==> config.mk <==
export PLATFORM = sky130hd
export DESIGN_NAME = wasca_perf_counter_multi_flat
export DESIGN_NICKNAME = d
export VERILOG_FILES = /design/src/rtl/wasca_perf_counter_pkg.sv /design/src/rtl/wasca_perf_counter_if.sv /design/src/rtl/wasca_perf_counter_section.sv /design/src/rtl/wasca_perf_counter_multi.sv /design/src/flat_wrapper.sv
export SDC_FILE = /design/constraint.sdc
export NUM_CORES = 1
export LEC_CHECK = 0
export ABC_AREA = 1
export CAP_MARGIN = 0
export CORE_ASPECT_RATIO = 1.75
export CORE_MARGIN = 2
export CORE_UTILIZATION = 45
export DETAILED_ROUTE_END_ITERATION = 6
export SLEW_MARGIN = 5
export SYNTH_ARGS = -nofsm -noshare
export SYNTH_HDL_FRONTEND = slang
export SYNTH_SLANG_ARGS = --single-unit
==> constraint.sdc <==
create_clock -name clk -period 26.3 [get_ports clk]
set_input_delay 3.945 -clock clk [delete_from_list [all_inputs] [get_ports clk]]
set_output_delay 3.945 -clock clk [all_outputs]
set_load 0.01 [all_outputs]
==> src/rtl/wasca_perf_counter_pkg.sv <==
// Shared constants for the WASCA multi-section performance counter.
// Register offsets, status bit positions and the address-width helper.
package wasca_perf_counter_pkg;

  localparam logic [1:0] OFS_TIME_LO = 2'd0;
  localparam logic [1:0] OFS_TIME_HI = 2'd1;
  localparam logic [1:0] OFS_EVENT   = 2'd2;
  localparam logic [1:0] OFS_STATUS  = 2'd3;

  localparam int STAT_EN  = 0;
  localparam int STAT_OVF = 1;

  function automatic int addr_w(input int n);
    return $clog2(n) + 2;
  endfunction

endpackage

==> src/rtl/wasca_perf_counter_if.sv <==
// Avalon-MM slave bus bundle for the performance counter.
// The master modport drives requests; the slave returns readdata.
interface wasca_perf_counter_if #(
  parameter int AW = 4
) ();

  logic [AW-1:0] address;
  logic          begintransfer;
  logic          read;
  logic          write;
  logic [31:0]   writedata;
  logic [31:0]   readdata;

  modport master (
    output address, begintransfer, read, write, writedata,
    input  readdata
  );

  modport slave (
    input  address, begintransfer, read, write, writedata,
    output readdata
  );

endinterface

==> src/rtl/wasca_perf_counter_section.sv <==
// One profiling section: time/event counters, enable, sticky overflow
// and the high-half shadow used for coherent 64-bit reads.
module wasca_perf_counter_section
  import wasca_perf_counter_pkg::*;
#(
  parameter int TW = 64,
  parameter int EW = 32
) (
  input  logic          clk,
  input  logic          reset,
  input  logic          grst,
  input  logic          gen,
  input  logic          go,
  input  logic          stop,
  input  logic          clr_ovf,
  input  logic          snap,
  output logic [TW-1:0] cnt_q,
  output logic [EW-1:0] evt_q,
  output logic          en_q,
  output logic          ovf_q,
  output logic [TW-33:0] shadow_q
);

  logic run;
  logic start;
  logic wrap;

  assign run   = en_q & gen;
  assign start = go & gen;
  assign wrap  = run & (&cnt_q);

  always_ff @(posedge clk or posedge reset) begin
    if (reset) begin
      cnt_q    <= '0;
      evt_q    <= '0;
      en_q     <= 1'b0;
      ovf_q    <= 1'b0;
      shadow_q <= '0;
    end else if (grst) begin
      cnt_q <= '0;
      evt_q <= '0;
      en_q  <= 1'b0;
      ovf_q <= 1'b0;
    end else begin
      cnt_q <= cnt_q + TW'(run);
      evt_q <= evt_q + EW'(start);
      // a wrap in the same cycle as a clear keeps the flag
      ovf_q <= wrap | (ovf_q & ~clr_ovf);
      if (stop)       en_q <= 1'b0;
      else if (start) en_q <= 1'b1;
      if (snap) shadow_q <= cnt_q[TW-1:32];
    end
  end

endmodule

==> src/rtl/wasca_perf_counter_multi.sv <==
// Avalon-MM multi-section performance counter with shadowed 64-bit reads.
// WASCA_PERF_COUNTER_HW_TRIGGER_EN enables the hw_start/hw_stop inputs.
module wasca_perf_counter_multi
  import wasca_perf_counter_pkg::*;
#(
  parameter int NUM_SECTIONS = 4,
  parameter int TIME_WIDTH   = 64,
  parameter int EVENT_WIDTH  = 32
) (
  input  logic                    clk,
  input  logic                    reset,
  wasca_perf_counter_if.slave     bus,
  input  logic [NUM_SECTIONS-1:0] hw_start,
  input  logic [NUM_SECTIONS-1:0] hw_stop
);

  localparam int NS = NUM_SECTIONS;

  logic [31:0] addr_x;
  logic [29:0] sec;
  logic [1:0]  ofs;
  logic        wr_stb;
  logic        rd_stb;
  logic        grst;
  logic        gen;
  logic        wd_unused;

  logic [NS-1:0] sw_go, sw_stop, clr, snap, go, stop;

  logic [TIME_WIDTH-1:0]  cnt    [NS];
  logic [EVENT_WIDTH-1:0] evt    [NS];
  logic [TIME_WIDTH-33:0] shadow [NS];
  logic                   en     [NS];
  logic                   ovf    [NS];
  logic [31:0]            mux;

  assign addr_x    = 32'(bus.address);
  assign sec       = addr_x[31:2];
  assign ofs       = addr_x[1:0];
  assign wr_stb    = bus.write & bus.begintransfer;
  assign rd_stb    = bus.read & bus.begintransfer;
  assign wd_unused = ^bus.writedata[31:2];

  assign grst = wr_stb & (ofs == OFS_TIME_LO) &
                (sec == '0) & bus.writedata[0];

  always_comb begin
    sw_go   = '0;
    sw_stop = '0;
    clr     = '0;
    snap    = '0;
    for (int s = 0; s < NS; s++) begin
      if (sec == 30'(s)) begin
        sw_stop[s] = wr_stb & (ofs == OFS_TIME_LO);
        sw_go[s]   = wr_stb & (ofs == OFS_TIME_HI);
        clr[s]     = wr_stb & (ofs == OFS_STATUS) &
                     bus.writedata[STAT_OVF];
        snap[s]    = rd_stb & (ofs == OFS_TIME_LO);
      end
    end
  end

`ifdef WASCA_PERF_COUNTER_HW_TRIGGER_EN
  assign go   = sw_go | hw_start;
  assign stop = sw_stop | hw_stop;
`else
  logic hw_unused;
  assign hw_unused = ^{hw_start, hw_stop};
  assign go   = sw_go;
  assign stop = sw_stop;
`endif

  // section 0 gates the whole block
  assign gen = en[0] | go[0];

  for (genvar g = 0; g < NS; g++) begin : g_sec
    wasca_perf_counter_section #(
      .TW (TIME_WIDTH),
      .EW (EVENT_WIDTH)
    ) u_sec (
      .clk      (clk),
      .reset    (reset),
      .grst     (grst),
      .gen      (gen),
      .go       (go[g]),
      .stop     (stop[g]),
      .clr_ovf  (clr[g]),
      .snap     (snap[g]),
      .cnt_q    (cnt[g]),
      .evt_q    (evt[g]),
      .en_q     (en[g]),
      .ovf_q    (ovf[g]),
      .shadow_q (shadow[g])
    );
  end

  always_comb begin
    mux = '0;
    for (int s = 0; s < NS; s++) begin
      if (sec == 30'(s)) begin
        unique case (ofs)
          OFS_TIME_LO: mux = cnt[s][31:0];
          OFS_TIME_HI: mux = 32'(shadow[s]);
          OFS_EVENT:   mux = 32'(evt[s]);
          default: begin
            mux[STAT_EN]  = en[s];
            mux[STAT_OVF] = ovf[s];
          end
        endcase
      end
    end
  end

  always_ff @(posedge clk or posedge reset) begin
    if (reset) bus.readdata <= '0;
    else       bus.readdata <= mux;
  end

endmodule

==> src/flat_wrapper.sv <==
// flat-port wrapper written by rule: the top's interface ports become plain ports
module wasca_perf_counter_multi_flat import wasca_perf_counter_pkg::*;
#(
  parameter int NUM_SECTIONS = 4,
  parameter int TIME_WIDTH   = 64,
  parameter int EVENT_WIDTH  = 32
)
  (clk, reset, hw_start, hw_stop, bus_address, bus_begintransfer, bus_read, bus_write, bus_writedata, bus_readdata);
  wasca_perf_counter_if #(.AW((addr_w((5))))) bus_i ();
  input  logic clk;
  input  logic reset;
  input  logic [NUM_SECTIONS-1:0] hw_start;
  input  logic [NUM_SECTIONS-1:0] hw_stop;
  input wire logic [$bits(bus_i.address)-1:0] bus_address;
  input wire logic [$bits(bus_i.begintransfer)-1:0] bus_begintransfer;
  input wire logic [$bits(bus_i.read)-1:0] bus_read;
  input wire logic [$bits(bus_i.write)-1:0] bus_write;
  input wire logic [$bits(bus_i.writedata)-1:0] bus_writedata;
  output wire logic [$bits(bus_i.readdata)-1:0] bus_readdata;
  assign bus_i.address = bus_address;
  assign bus_i.begintransfer = bus_begintransfer;
  assign bus_i.read = bus_read;
  assign bus_i.write = bus_write;
  assign bus_i.writedata = bus_writedata;
  assign bus_readdata = bus_i.readdata;
  wasca_perf_counter_multi #(.NUM_SECTIONS(NUM_SECTIONS), .TIME_WIDTH(TIME_WIDTH), .EVENT_WIDTH(EVENT_WIDTH)) u_core (.clk(clk), .reset(reset), .bus(bus_i), .hw_start(hw_start), .hw_stop(hw_stop));
endmodule
==> results.txt <==
Outcome: finished, final reports clean
CTS clk-pin slew, worst paths: 0.07 ns
Worst path arrival time: 9.23 ns
Synth async-reset ratio: 100%
Multi-input gate area: 0.0161 sq mm
Dpl hpwl: 96,500 um
IO buf count: 43
CTS Hold Bufs: 0
Required time worst endpoint: 26.77 ns
Synth unique cells: 38
# DRC: 0
Layout overhead on the synthesized area: 9.96%
Wirelength per Cell: 21.6 um
Post-Syn Instances: 4,805
Maximum VDD drop: 0.0000514 V
Yosys warns: 0
Largest net degree at the start of global routing: 120
Post-CTS Setup Inserts: 0
Seq/Total Area, Yosys: 43.1%
# clock sinks: 552
Nets@finish: 4,873
Via Count: 31,200
CTS tree: yes
Horiz. Die Dim: 206 um
Mapped Avg Cell Area: 6.67 sq um
Yosys top cell area share: 43.1%
Worst-path cell chain: clkdlybuf4s50_1 -> nor2_4 -> buf_4 -> inv_2 -> buf_4 -> nor2_2 -> nand2_1 -> inv_2 -> nand2_4 -> inv_8 -> buf_4 -> nor3_1
Drt via density: 5.41
Worst path max stage delay: 0.93 ns
Most Frequent Cell on Critical Path: buf_4
Final worst-path cycle share: 33.3%
Main synth FF type: dfrtp_1
Crit path max-delay cell type: buf_4
Max-cap violation count: 0
H-tree depth: 2
Most common cell after layout, fill and taps aside: nand2_1
Post-Synth XOR/XNOR Area: 2.52%
Rows: 129
Synth Area in Compound Gates: 8.53%
Drt first pass iters: 6
CTS root buf: clkbuf_16
Register Area: 0.0138 sq mm
Worst-path fanout max: 119
Worst rel slew slack: 22.7%
First-pass GRT wire length: 186,000 um
Mapped Nets: 4,871
Synth Cell Area: 0.0320 sq mm
# diodes: 0
Minimum hold slack: 0.485 ns
Starting Density: 45.4%
Post-cts repair resize count: 0
Initial antenna violation count: 0
Worst skew pair latency: 0.64 ns
Fillers: 7,359
Simple-Gate Fraction of Synth Area: 38.5%
Synthesized flop and latch total: 552
Core Region: 0.0705 sq mm
Final setup vio count: 0
Area contributors post-synth: dfrtp_1 (43%), nand2_1 (20%), nor2_1 (13%), inv_1 (4.9%), o21ai_0 (3.5%)
Cts bufs inserted: 56
Antenna Nets Post-Route: 0
Max Clk Rate: 114 MHz
Fin crit period: 8.76 ns
Fraction of layout cells with a size suffix above 1: 3.01%
Die Y: 357 um
Gr usage total: 34.3%
Final hold violations: 0
PwrDens: 64.7 mW/mm^2
Static Leak: 16.7 nW
Post-synthesis adder-cell area fraction: 0.625%
Most frequent cells in the layout: nand2_1 (1,682), nor2_1 (1,070), dfrtp_1 (552), inv_1 (421), o21ai_0 (222)
Setup TNS: 0 ns
Startpoint Class: input port
Slew Limit Fails: 0
Mux cell area share after synthesis: 0.105%
GRT overflow: 0
Starting DRT DRC Count: 2,366
GPL Wtd Cong: 1.01
Main combinational cell family by area after synthesis: simple AND/OR/NAND/NOR gates
Worst Hold Class: register to register
Final wirelength: 124,000 um
Die Area: 0.0734 sq mm
Layout Skew: 0.0175 ns
Unrepaired setup endpoints after global routing: false
Maximum buffer depth of the clock tree: 3
CP Class: input port to register
IO Pins: 82
Power Total: 0.00228 W
Critical Path Sink Type: register
EDFF count, synth: 0
Worst slew pin tran: 1.16 ns
Vias in the first global route: 30,800
Cell taking the most area after synthesis: dfrtp_1
[metrics by stage]
stage / worst slack (ns) / area (sq um) / cells / util (%)
finish: 17.54 / 35200 / 5765 / 49.9
global route: 17.23 / 35200 / 5765 / 49.9
CTS: 17.55 / 35200 / 5765 / 49.9
detailed placement: 16.89 / 33300 / 5666 / 47.2
global placement: 16.90 / 33300 / 5666 / 47.2
floorplan: 6.92 / 32000 / 4805 / -
[kinds of logic after synthesis]
logic type | after synthesis
AOI/OAI and AO/OA | 481
adders and majority gates | 16
xor gates and xnor gates | 92
muxes | 3
DFF | 552
and+or+nand+nor | 3115
buffers and inverters | 546
[worst max-delay path: cells and delay by family]
kind / cells / cell delay [ns]
buffers and inverters: 7 / 3.77
AND/OR/NAND/NOR: 5 / 1.34
[synth_stat cells, drive strengths merged, types with 3 or more instances]
master	number
a21oi	81
a31o	7
a31oi	6
and3	7
buf	54
clkbuf	65
dfrtp	552
ha	16
inv	426
mux2	3
nand2	1687
nand3	150
nand3b	8
nand4	90
nor2	1081
nor3	85
nor3b	5
o2111ai	5
o211ai	56
o21ai	289
o221ai	32
xor2	90
[final timing paths]
kind                                               startpoint                                  to  slack, ns  cells past startpoint
max in group asynchronous                               reset     u_core.g_sec[2].u_sec.cnt_q[57]      19.49                      5
hold reg to reg            u_core.g_sec[3].u_sec.shadow_q[18]  u_core.g_sec[3].u_sec.shadow_q[18]       0.49                      2
setup reg to reg                   u_core.g_sec[0].u_sec.en_q     u_core.g_sec[3].u_sec.cnt_q[59]      23.42                     12
hold / removal             u_core.g_sec[3].u_sec.shadow_q[18]  u_core.g_sec[3].u_sec.shadow_q[18]       0.49                      2
min in group asynchronous                               reset  u_core.g_sec[1].u_sec.shadow_q[28]       3.85                      2
setup / recovery                               bus_address[1]     u_core.g_sec[1].u_sec.cnt_q[21]      17.54                     12
[per-layer routing]
metal	vias to the layer above	GRT usage, %	wire (um)
met3	400	4.51	5690
li1	15200	-	-
met1	14600	38.0	46200
met5	-	0	0
met4	0	28.1	12200
met2	989	58.4	60300
[cell type report]
| type | instances | area share (%) |
|---|---|---|
| repair buffers | 63 | 1.65 |
| inverters | 427 | 4.59 |
| clock buffers | 74 | 4.54 |
| clock inverters | 25 | 0.959 |
| multi-input cells | 3707 | 45.8 |
| well taps | 917 | 3.26 |
| flip-flops and latches | 552 | 39.2 |
[state kept, by name, indices dropped and copies added (netlist names)]
register and flops:
u_core.g_sec.u_sec.cnt_q 256, u_core.g_sec.u_sec.en_q 4, u_core.g_sec.u_sec.shadow_q 128, u_core.g_sec.u_sec.evt_q 128, u_core.bus.readdata 32, u_core.g_sec.u_sec.ovf_q 4
[power breakdown]
group	leakage (nW)	total, W	switching (W)	internal, W
Clock	0.962	0.000873	0.000369	0.000504
Combinational	9.15	0.000360	0.000250	0.000110
Sequential	6.58	0.00105	0.0000991	0.000947
Power figures use the tool's default switching activity.
